### src/rtl/shift_cmd_queue.sv
// shift_cmd_queue
//
// Small FIFO of shift commands that sits in front of a registered barrel
// shifter. Each entry is {direction, amount, data}. The head entry drives the
// shifter directly. Sample_Valid marks the cycle in which the shifter output
// holds the result of the command issued one cycle earlier.
//
// Parameters:
//   DEPTH            number of queue entries (power of two, >= 2)
//
// Ports:
//   Clock            sole clock, rising edge
//   Reset            asynchronous, active-high reset
//   In_Valid         upstream command present
//   In_Ready         queue can accept a command (registered count != DEPTH)
//   In_Direction     0 = left shift, 1 = right shift
//   In_Shift_Amount  shift distance 0-7
//   In_Data          operand
//   Out_Valid        head command presented to shifter (count != 0)
//   Out_Ready        downstream accepts the head command this cycle
//   Direction        head direction, 0 while Out_Valid = 0
//   Shift_Amount     head distance, 0 while Out_Valid = 0
//   Data_In          head operand, 0 while Out_Valid = 0
//   Sample_Valid     shifter result valid (issue delayed by one cycle)
//   Level            registered entry count, only present when the macro
//                    SHIFT_CMD_QUEUE_LEVEL_EN is defined
//
// Configuration macro: SHIFT_CMD_QUEUE_LEVEL_EN

module shift_cmd_queue #(
    parameter int DEPTH = 4
) (
    input  logic                       Clock,
    input  logic                       Reset,
    input  logic                       In_Valid,
    output logic                       In_Ready,
    input  logic                       In_Direction,
    input  logic [2:0]                 In_Shift_Amount,
    input  logic [7:0]                 In_Data,
    output logic                       Out_Valid,
    input  logic                       Out_Ready,
    output logic                       Direction,
    output logic [2:0]                 Shift_Amount,
    output logic [7:0]                 Data_In,
`ifdef SHIFT_CMD_QUEUE_LEVEL_EN
    output logic                       Sample_Valid,
    output logic [$clog2(DEPTH):0]     Level
`else
    output logic                       Sample_Valid
`endif
);

    localparam int AW = $clog2(DEPTH);
    localparam int CW = AW + 1;
    localparam logic [CW-1:0] FULL_COUNT = CW'(DEPTH);

    logic [11:0]   mem [DEPTH];
    logic [AW-1:0] wr_ptr;
    logic [AW-1:0] rd_ptr;
    logic [CW-1:0] count;
    logic          push;
    logic          pop;
    logic [11:0]   head;

    // Handshakes depend only on the registered count, so a pop on a full
    // queue never lets a push through in the same cycle.
    assign In_Ready  = (count != FULL_COUNT);
    assign Out_Valid = (count != '0);
    assign push      = In_Valid && In_Ready;
    assign pop       = Out_Valid && Out_Ready;

    // Storage needs no reset: outputs are gated by Out_Valid, so stale
    // contents are never visible while the queue is empty.
    always_ff @(posedge Clock) begin
        if (push) begin
            mem[wr_ptr] <= {In_Direction, In_Shift_Amount, In_Data};
        end
    end

    // Pointers wrap naturally because DEPTH is a power of two.
    always_ff @(posedge Clock or posedge Reset) begin
        if (Reset) begin
            wr_ptr       <= '0;
            rd_ptr       <= '0;
            count        <= '0;
            Sample_Valid <= 1'b0;
        end else begin
            if (push) begin
                wr_ptr <= wr_ptr + AW'(1);
            end
            if (pop) begin
                rd_ptr <= rd_ptr + AW'(1);
            end
            case ({push, pop})
                2'b10:   count <= count + CW'(1);
                2'b01:   count <= count - CW'(1);
                default: count <= count;
            endcase
            // Shifter is registered, so its result lines up one cycle after issue.
            Sample_Valid <= pop;
        end
    end

    always_comb begin
        head = 12'h000;
        if (Out_Valid) begin
            head = mem[rd_ptr];
        end
    end

    assign Direction    = head[11];
    assign Shift_Amount = head[10:8];
    assign Data_In      = head[7:0];

`ifdef SHIFT_CMD_QUEUE_LEVEL_EN
    assign Level = count;
`endif

endmodule

### config.mk
export PLATFORM = sky130hd
export DESIGN_NAME = shift_cmd_queue
export DESIGN_NICKNAME = d
export VERILOG_FILES = /design/src/rtl/shift_cmd_queue.sv
export SDC_FILE = /design/constraint.sdc
export NUM_CORES = 1
export LEC_CHECK = 0
export ABC_CLOCK_PERIOD_IN_PS = 3010
export CAP_MARGIN = 20
export CORE_MARGIN = 2
export CORE_UTILIZATION = 55
export DETAILED_ROUTE_END_ITERATION = 10
export PLACE_DENSITY = 0.81
export REMOVE_ABC_BUFFERS = 1
export SLEW_MARGIN = 5
export SYNTH_ARGS = -nofsm -noshare
export SYNTH_HDL_FRONTEND = slang
export SYNTH_SLANG_ARGS = --single-unit
### constraint.sdc
create_clock -name Clock -period 3.01 [get_ports Clock]
set_input_delay 0.602 -clock Clock [delete_from_list [all_inputs] [get_ports Clock]]
set_output_delay 0.602 -clock Clock [all_outputs]
set_load 0.02 [all_outputs]
==> metrics <==
status complete, no violations; FF+latch area 1642 sq um; Cells after Synth 115; final design instance area without fill 2725 sq um; TritonRoute pass-1 iters 4; pwr/cell area 1007 nW/um^2; die extent in x 68.26 um; Yosys warning count 0; met2 GRT Util 26.21%; Routed WL 3468 um; starting density of the core 56.77%; CTS tree built; period utilisation layout 94.29%; clock power share 17.3%; Via density 5.385; RSZ-0062 raised after global routing false; slowest CP cell clkdlybuf4s50_1; synthesis-to-layout area growth 20.00%; layer with the highest usage met2; vias in the first global route 1079; part of the power in registers 41.9%; antenna viol nets, final 0; htree depth 2; global router's overall resource usage 16.86%; worst hold margin 0.4920 ns; Worst-Skew Late Latency 0.31 ns; max-capacitance violation count 0; min-delay worst type reg2reg; CP arrival 2.24 ns; CP delay by family, top buffers and inverters; Cell Area, Synth 2271 sq um; Avg Inst Size Synth 19.75 sq um; multi-input logic area 571.8 sq um; first-pass GRT wire length 5375 um; DR WL/cell 17.34 um; Final setup viols 0; fmax 0.3523 GHz; final cell count without fillers 200; CP required 2.41 ns; GPL Wtd Cong 0.6864; First DRT Iteration DRCs 51; startpoint types flip-flop; Design Power 2.745 mW; number of remaining DRC errors 0; Cell variety after synth 20; Crit path buffers/inverters 2; Sink Count 56; number of top-level pins 31; measured slew at the worst slew-check pin 0.6781 ns; final hold vios 0; IO buf count 30; Yosys reg bits 56; switching share of power 31.24%; Slew Limit Fails 0; Die Y 68.26 um; Clock Tree Root clkbuf_8; dominant cell type by area after synthesis edfxtp_1; fin crit period 2.838 ns; post-route clock skew 0.005720 ns; setup TNS 0 ns; CTS max path bufs 2; register area share after synthesis 72.29%; CP Class reg2out; Die ar. 4659 sq um; initial antenna violation count 0; placed inst area 2610 sq um; total CTS buffers 5; P_leak 0.9688 nW; Psw 857.7 uW; Slowest Stage Delay on Critical Path 0.54 ns; n_diodes 0; # fillers 268; met3 usage 5.099%; Via Count 1077; crit-path cells buf_6 -> mux4_2 -> and2_1 -> clkdlybuf4s50_1; endpoint class of the critical path output pin; worst vdd ir 0.4680 mV; pin count of the biggest net entering global routing 18; share of the synthesized area in the top cell type 63.47%; total grt overflow 0; Reg clk slew, reported paths 0.09 ns; share of layout cells above drive strength 1 16.00%; combinational power share 40.8%; Cell Rows 23; Final nets 171; top post-synthesis cells by area edfxtp_1, mux4_2, dfrtp_1, and2_1, ha_1; Max-slew headroom 54.79%; DP Cell Count 192; Std-Cell Core Area 4000 sq um; Post-DP HPWL 2307 um; critical path peak fanout 10; Pint 1.887 mW; grt met1 use 23.17%
cell families after synthesis:
logic type	after synthesis	share of synthesized area, %
XOR/XNOR	6	2.314
buffers and inverters	11	2.534
AND/OR/NAND/NOR	22	6.226
multiplexers	14	13.00
flip-flops	56	72.29
adder cells (fa/ha/maj)	6	3.636
Yosys cell counts (all sizes together):
| cell type | count |
|---|---|
| dfrtp | 8 |
| or3 | 1 |
| mux2i | 1 |
| and3 | 4 |
| mux4 | 12 |
| edfxtp | 48 |
| clkbuf | 1 |
| nand3 | 1 |
| mux2 | 1 |
| inv | 7 |
| and2 | 14 |
| buf | 3 |
| xnor2 | 3 |
| or3b | 1 |
| nor2 | 1 |
| ha | 5 |
| xor2 | 3 |
| fa | 1 |
layout make-up:
type / count / area share [%]
inverter: 7 / 0.9642
timing repair buffer: 31 / 11.43
tap: 50 / 2.296
multi-input combinational: 48 / 20.98
clock inverter: 3 / 1.561
clock buffer: 5 / 2.525
sequential: 56 / 60.24
state kept, by name (all words and copies together), names as in the netlist:
register and count:
mem 48, rd_ptr 2, count 3, wr_ptr 2
Sample_Valid 1
power by group through the flow:
| stage | sequential [mW] | clock (mW) | combinational, mW |
|---|---|---|---|
| 6_report | 1.15 | 0.475 | 1.12 |
| 5_1_grt | 1.17 | 0.511 | 1.22 |
| 4_1_cts | 1.15 | 0.482 | 1.14 |
| 3_5_place_dp | 1.17 | 0 | 1.14 |
| 3_3_place_gp | 1.16 | 0 | 1.11 |
| 2_1_floorplan | 1.17 | 0 | 0.687 |
cells in the final DEF, fill, tap and decap left out, types with 3 or more instances in the layout:
cell / count
edfxtp_1: 48
clkdlybuf4s50_1: 30
and2_1: 13
mux4_2: 12
dfrtp_1: 8
inv_1: 7
ha_1: 5
clkbuf_8: 5
and3_1: 4
xor2_1: 3
xnor2_1: 3
worst register-to-register path, stage by stage, from the launching register on:
cell and delay [ns]:
dfrtp_1 0.42, or3_1 0.59, and2_1 0.30, ha_1 0.21, inv_1 0.07, fa_1 0.40
mux2i_1 0.14
stage by stage:
step	util (%)	setup WS, ns
6_report	68.13	0.1718
2_1_floorplan	-	0.8679
3_5_place_dp	65.25	0.4231
3_3_place_gp	65.25	0.4453
5_1_grt	68.13	0.04656
4_1_cts	68.03	0.07523
path summary, 6_finish.rpt:
kind                                       start                    to  slack (ns)  depth (start not counted)
min in group asynchronous                  Reset  count[2]$_DFFE_PP0P_        0.55                          2
max in group asynchronous                  Reset  count[1]$_DFFE_PP0P_        2.22                          2
max reg2reg                 count[0]$_DFFE_PP0P_  count[1]$_DFFE_PP0P_        0.79                          6
max                        rd_ptr[0]$_DFFE_PP0P_            Data_In[5]        0.17                          4
min reg2reg                 count[2]$_DFFE_PP0P_  count[2]$_DFFE_PP0P_        0.49                          1
min                         count[2]$_DFFE_PP0P_  count[2]$_DFFE_PP0P_        0.49                          1
per-layer routing:
layer	share of wire (%)	up-vias
li1	-	501
met1	42	533
met2	50	37
met3	6.6	6
met4	1.0	0
met5	0	-
what timing repair did:
action	in CTS	in global routing
endpoints found under the setup margin	0	5
hold buffers	0	0
buffers inserted	0	0
gates resized for setup	0	1
No activity file was read; power rests on OpenSTA's default activity.
